**src/rtl/matrix_mac_engine.sv**
```systemverilog
// NxN unsigned matrix engine: byte-serial load of A/B, MUL (one MAC per cycle) or ADD into C,
// then C streamed out LSB byte first on uo_out.
module matrix_mac_engine #(
  parameter int N  = 2,
  parameter int DW = 8,
  localparam int AW = 2*DW + $clog2(N),
  localparam int OB = (AW+7)/8
) (
  input  logic       clk,
  input  logic       rst_n,
  input  logic [7:0] ui_in,
  input  logic [7:0] uio,
  output logic [7:0] uo_out,
  output logic       uo_valid,
  output logic       busy
);

  localparam int NN = N*N;
  localparam int EW = $clog2(NN);
  localparam int CW = $clog2(N);
  localparam int BW = (OB > 1) ? $clog2(OB) : 1;

  localparam logic [2:0] S_IDLE   = 3'd0;
  localparam logic [2:0] S_LOAD_A = 3'd1;
  localparam logic [2:0] S_LOAD_B = 3'd2;
  localparam logic [2:0] S_MUL    = 3'd3;
  localparam logic [2:0] S_ADD    = 3'd4;
  localparam logic [2:0] S_READ   = 3'd5;

  localparam logic [7:0] OP_LOAD_A = 8'hCA;
  localparam logic [7:0] OP_LOAD_B = 8'hCB;
  localparam logic [7:0] OP_MUL    = 8'hBB;
  localparam logic [7:0] OP_ADD    = 8'hBC;
  localparam logic [7:0] OP_READ   = 8'hEE;

  localparam logic [EW-1:0] LAST_E = EW'(NN-1);
  localparam logic [EW-1:0] N_E    = EW'(N);
  localparam logic [CW-1:0] LAST_C = CW'(N-1);
  localparam logic [BW-1:0] LAST_B = BW'(OB-1);

  logic [2:0]    state_q, state_d;
  logic [7:0]    uio_q, uio_d;
  logic [DW-1:0] a_q [NN];
  logic [DW-1:0] a_d [NN];
  logic [DW-1:0] b_q [NN];
  logic [DW-1:0] b_d [NN];
  logic [AW-1:0] c_q [NN];
  logic [AW-1:0] c_d [NN];
  logic [EW-1:0] idx_q, idx_d;
  logic [CW-1:0] i_q, i_d, j_q, j_d, k_q, k_d;
  logic [AW-1:0] acc_q, acc_d;
  logic [BW-1:0] rb_q, rb_d;
  logic [7:0]    uo_q, uo_d;
  logic          valid_q, valid_d;

  logic [EW-1:0]   a_idx, b_idx, c_idx;
  logic [AW-1:0]   acc_base, mac;
  logic            rd_last;
  logic [EW-1:0]   ne, rd_e;
  logic [BW-1:0]   nb, rd_b;
  logic [OB*8-1:0] rd_ext;
  logic [7:0]      rd_byte;

  always_comb begin
    a_idx    = EW'(i_q) * N_E + EW'(k_q);
    b_idx    = EW'(k_q) * N_E + EW'(j_q);
    c_idx    = EW'(i_q) * N_E + EW'(j_q);
    acc_base = (k_q == '0) ? {AW{1'b0}} : acc_q;
    mac      = acc_base + AW'(a_q[a_idx]) * AW'(b_q[b_idx]);

    // Next byte pointer while streaming; on the READ accept edge the stream starts at (0,0).
    rd_last = (idx_q == LAST_E) && (rb_q == LAST_B);
    nb      = (rb_q == LAST_B) ? '0 : rb_q + 1'b1;
    ne      = (rb_q == LAST_B) ? idx_q + 1'b1 : idx_q;
    rd_e    = (state_q == S_READ) ? ne : '0;
    rd_b    = (state_q == S_READ) ? nb : '0;
    rd_ext  = '0;
    rd_ext[AW-1:0] = c_q[rd_e];
    rd_byte = rd_ext[8*rd_b +: 8];
  end

  always_comb begin
    state_d = state_q;
    uio_d   = uio;
    a_d     = a_q;
    b_d     = b_q;
    c_d     = c_q;
    idx_d   = idx_q;
    i_d     = i_q;
    j_d     = j_q;
    k_d     = k_q;
    acc_d   = acc_q;
    rb_d    = rb_q;
    uo_d    = 8'h00;
    valid_d = 1'b0;

    case (state_q)
      S_IDLE: begin
        // Edge-detected opcode: a level held across a busy period is never replayed.
        if (uio != uio_q) begin
          case (uio)
            OP_LOAD_A: begin state_d = S_LOAD_A; idx_d = '0; end
            OP_LOAD_B: begin state_d = S_LOAD_B; idx_d = '0; end
            OP_MUL:    begin state_d = S_MUL; i_d = '0; j_d = '0; k_d = '0; end
            OP_ADD:    begin state_d = S_ADD; idx_d = '0; end
            OP_READ: begin
              state_d = S_READ;
              idx_d   = '0;
              rb_d    = '0;
              uo_d    = rd_byte;
              valid_d = 1'b1;
            end
            default: ;
          endcase
        end
      end
      S_LOAD_A, S_LOAD_B: begin
        if (state_q == S_LOAD_A) a_d[idx_q] = ui_in[DW-1:0];
        else                     b_d[idx_q] = ui_in[DW-1:0];
        if (idx_q == LAST_E) state_d = S_IDLE;
        else                 idx_d = idx_q + 1'b1;
      end
      S_MUL: begin
        acc_d = mac;
        if (k_q == LAST_C) begin
          c_d[c_idx] = mac;
          k_d = '0;
          if (j_q == LAST_C) begin
            j_d = '0;
            if (i_q == LAST_C) state_d = S_IDLE;
            else               i_d = i_q + 1'b1;
          end else begin
            j_d = j_q + 1'b1;
          end
        end else begin
          k_d = k_q + 1'b1;
        end
      end
      S_ADD: begin
        c_d[idx_q] = AW'(a_q[idx_q]) + AW'(b_q[idx_q]);
        if (idx_q == LAST_E) state_d = S_IDLE;
        else                 idx_d = idx_q + 1'b1;
      end
      S_READ: begin
        if (rd_last) begin
          state_d = S_IDLE;
        end else begin
          idx_d   = ne;
          rb_d    = nb;
          uo_d    = rd_byte;
          valid_d = 1'b1;
        end
      end
      default: state_d = S_IDLE;
    endcase
  end

  always_ff @(posedge clk) begin
    if (!rst_n) begin
      state_q <= S_IDLE;
      uio_q   <= '0;
      for (int n = 0; n < NN; n++) begin
        a_q[n] <= '0;
        b_q[n] <= '0;
        c_q[n] <= '0;
      end
      idx_q   <= '0;
      i_q     <= '0;
      j_q     <= '0;
      k_q     <= '0;
      acc_q   <= '0;
      rb_q    <= '0;
      uo_q    <= '0;
      valid_q <= 1'b0;
    end else begin
      state_q <= state_d;
      uio_q   <= uio_d;
      a_q     <= a_d;
      b_q     <= b_d;
      c_q     <= c_d;
      idx_q   <= idx_d;
      i_q     <= i_d;
      j_q     <= j_d;
      k_q     <= k_d;
      acc_q   <= acc_d;
      rb_q    <= rb_d;
      uo_q    <= uo_d;
      valid_q <= valid_d;
    end
  end

  assign uo_out   = uo_q;
  assign uo_valid = valid_q;
  assign busy     = (state_q != S_IDLE);

endmodule

```
**config.mk**
```make
export PLATFORM = sky130hd
export DESIGN_NAME = matrix_mac_engine
export DESIGN_NICKNAME = d
export VERILOG_FILES = /design/src/rtl/matrix_mac_engine.sv
export SDC_FILE = /design/constraint.sdc
export NUM_CORES = 1
export LEC_CHECK = 0
export BUFFER_PORTS_ARGS = -buffer_cell sky130_fd_sc_hd__buf_2
export CAP_MARGIN = 20
export CORE_MARGIN = 8
export CORE_UTILIZATION = 59
export CTS_BUF_LIST = sky130_fd_sc_hd__clkbuf_8
export DETAILED_ROUTE_END_ITERATION = 16
export PLACE_DENSITY = 0.9
export SETUP_SLACK_MARGIN = 0.15
export SYNTH_ARGS = -nofsm -noshare
export SYNTH_HDL_FRONTEND = slang
export SYNTH_SLANG_ARGS = --single-unit
```
**constraint.sdc**
```tcl
create_clock -name clk -period 5.5 [get_ports clk]
set_input_delay 1.1 -clock clk [delete_from_list [all_inputs] [get_ports clk]]
set_output_delay 1.1 -clock clk [all_outputs]
set_load 0.05 [all_outputs]
```
==> results.toml <==
[status]
outcome = "completed"

[timing]
hold_violations = 0
worst_clock_skew_ns = 0.0229
setup-tns-final_ns = 0
finalCritPeriodShare_pct = 96.0
rsz0062_at_grt = "yes"
min_period_ns = 5.28
worst_pin_slew_ns = 1.01
slew_headroom_pct = 32.5
hold-worst-slack_ns = 0.467
slew_violations = 0
fmax_ghz = 0.189
setup_violations = 0

[route]
firstDrtPassIters = 6
vias = 10400
wl_um = 32100
dr.first_iter.drc_count = 1420
viasPerCell = 6.55
avgRoutedWirePerCell_um = 20.2
drtAntennaViolNets = 0
drc_errors = 0

[logic_synthesis]
synthesis.nets = 1450
synthTopCellsByArea = "dfxtp_1, nand2_1, fa_1"
yosysTopAreaCell = "dfxtp_1"
yosysSeqAreaShare_pct = 31.3
synthAdderAreaFrac_pct = 14.6
synth-compound-area-share_pct = 17.6
synth-simple-area-share_pct = 20.3
yosysTopAreaCellShare_pct = 31.3
synth_top_family_by_area = "simple AND/OR/NAND/NOR gates"
ys_types = 73
synth-async-reset-ratio_pct = 0
synth_edf_count = 0
syn_area_sq_um = 11200
syn_inst = 1331
muxShareOfSynthArea_pct = 7.46
syn_avg_cell_area_sq_um = 8.45
ys.flop_type = "dfxtp_1"
synth-xor-area-share_pct = 2.35
yosys_warnings = 0
synth-seq-cells = 176

[layout]
mostFrequentLayoutCells = "nand2_1, dfxtp_1, a21oi_1"
nets = 1458
drive_above_1_share_pct = 13.2
area_growth_pct = 8.82
n_antenna_cell = 0
fill_cells = 1414
final_common_cell = "nand2_1"
fin_util_pct = 65.4
finalNonFillerCells = 1586

[die]
die_h_um = 154
die_w_um = 154
core-area_sq_um = 18700
ioPinCount = 28
row_count = 50
start_util_pct = 60.1
die-area_sq_um = 23700

[setup_path]
rr_worst_depth = 18
crit_type = "flop to flop"
end_kind = "flop"
reg2reg_slack_ns = 0.22
critPathLaunchType = "flop"
r2r-end = "acc_q[9]$_SDFFE_PN0P_"
required_ns = 5.87
r2r_start = "j_q$_SDFFE_PN0P_"
crit_fanout = 9
arrival_ns = 5.65

[power]
cellPowerDensity_nw_per_um2 = 207
p_leak_nw = 4.94
peakVddDrop_uv = 262

[grt]
first_global_vias = 10200
antenna_found_initial = 0
grt_pass1_wl_um = 51600
grt_usage_pct = 26.7
globalRouteOverflowTotal = 0
grt_max_degree = 73

[place]
place.gp.congestion = 0.925
io_buffers = 27
dp.cells = 1535
place_hpwl_um = 22400

[clocking]
root_buffer = "clkbuf_8"
clock_sinks = 176
cts_buffer_depth = 2
holdBufCountCts = 0
cts.clk_slew.worst_paths_ns = 0.12
insertion_delay_ns = 0.51
cts_tree = "done"
numCtsBuffers = 17
cts_max_level = 4

[run]
max-cap-violations = 0

[hold_path]
min_path_cells = 2
holdPathEnd = "acc_q[11]$_SDFFE_PN0P_"
hold_class = "flop to flop"
holdCritStartpoint = "acc_q[11]$_SDFFE_PN0P_"
## cell families after synthesis
kind of cell             count (synthesis)
AO/OA/AOI/OAI                          325
XOR/XNOR                                28
adder cells (fa/ha/maj)                101
buffers and inverters                  171
flip-flops                             176
multiplexers                            40
AND/OR/NAND/NOR                        490
## how the worst max path moves through the flow
| stage | from | to | slack [ns] | cells after the start |
|---|---|---|---|---|
| 3_5_place_dp | k_q$_SDFFE_PN0P_ | c_q[50]$_SDFFE_PN0P_ | -0.1 | 18 |
| 6_report | j_q$_SDFFE_PN0P_ | acc_q[9]$_SDFFE_PN0P_ | 0.22 | 18 |
| 3_3_place_gp | k_q$_SDFFE_PN0P_ | c_q[50]$_SDFFE_PN0P_ | 0.07 | 17 |
| 5_1_grt | j_q$_SDFFE_PN0P_ | acc_q[15]$_SDFFE_PN0P_ | 0.02 | 20 |
| 2_1_floorplan | j_q$_SDFFE_PN0P_ | c_q[50]$_SDFFE_PN0P_ | 0.22 | 17 |
| 4_1_cts | j_q$_SDFFE_PN0P_ | acc_q[14]$_SDFFE_PN0P_ | 0.17 | 17 |
## state kept, by name (all words and copies together), names as in the netlist
name	flops
a_q	32
c_q	68
i_q	1
uo_valid	1
b_q	32
acc_q	17
uo_out	8
state_q	3
rb_q	2
j_q	1
idx_q	2
k_q	1
uio_q	8
## cells in the mapped netlist (19+ instances only)
| cell type | count |
|---|---|
| a21oi_1 | 155 |
| and2_1 | 65 |
| clkbuf_1 | 44 |
| dfxtp_1 | 176 |
| fa_1 | 51 |
| ha_1 | 50 |
| inv_1 | 90 |
| mux4_2 | 35 |
| nand2_1 | 278 |
| nand3_1 | 37 |
| nor2_1 | 45 |
| o21ai_0 | 69 |
| xor2_1 | 19 |
## critical path, stage by stage, from the launching register on
cell	delay, ns
dfxtp_4	0.45
buf_6	0.16
mux4_2	0.61
buf_4	0.18
nand2_1	0.09
fa_1	0.41
inv_1	0.07
ha_1	0.22
ha_1	0.28
inv_1	0.05
fa_1	0.47
inv_1	0.04
ha_1	0.23
fa_1	0.51
a211oi_2	0.27
o21bai_1	0.11
a21oi_1	0.24
xor2_1	0.55
o21ai_0	0.21
## metal layers
metal / part of all wire [%] / track usage (%)
met1: 38 / 32.9
met2: 47 / 44.3
met3: 10 / 5.83
met4: 5.2 / 12.0
met5: 0 / 0
## cell type report
cell class                      count  area, sq um  share of cell area [%]
Clock inverter                     15          200                    1.64
Clock buffer                       17          234                    1.91
Tap cell                          234          293                    2.39
Multi-Input combinational cell    985         7160                    58.6
Timing Repair Buffer               67          463                    3.78
Inverter                           92          349                    2.85
Sequential cell                   176         3530                    28.9
## where the power goes
part / internal, mW / switching (mW) / total [mW]
clock network: 0.362 / 0.610 / 0.972
logic: 0.0917 / 0.162 / 0.254
registers: 1.29 / 0.0234 / 1.31
total: 1.74 / 0.796 / 2.54
## metrics by stage
stage / setup WS [ns] / total power [mW] / area [sq um]
after global placement: 0.0701 / 1.57 / 11500
after CTS: 0.171 / 2.51 / 12000
after floorplan: 0.218 / 1.51 / 11200
final: 0.219 / 2.54 / 12200
after detailed placement: -0.0981 / 1.58 / 11500
after global routing: 0.0156 / 2.60 / 12200
## timing repair
item                       in CTS  in global routing
setup endpoints to repair      36                 30
pin swaps                       1                  8
gates resized for setup         8                 22
cloned                          0                  1
buffers inserted                0                 17
Power figures use the tool's default switching activity.
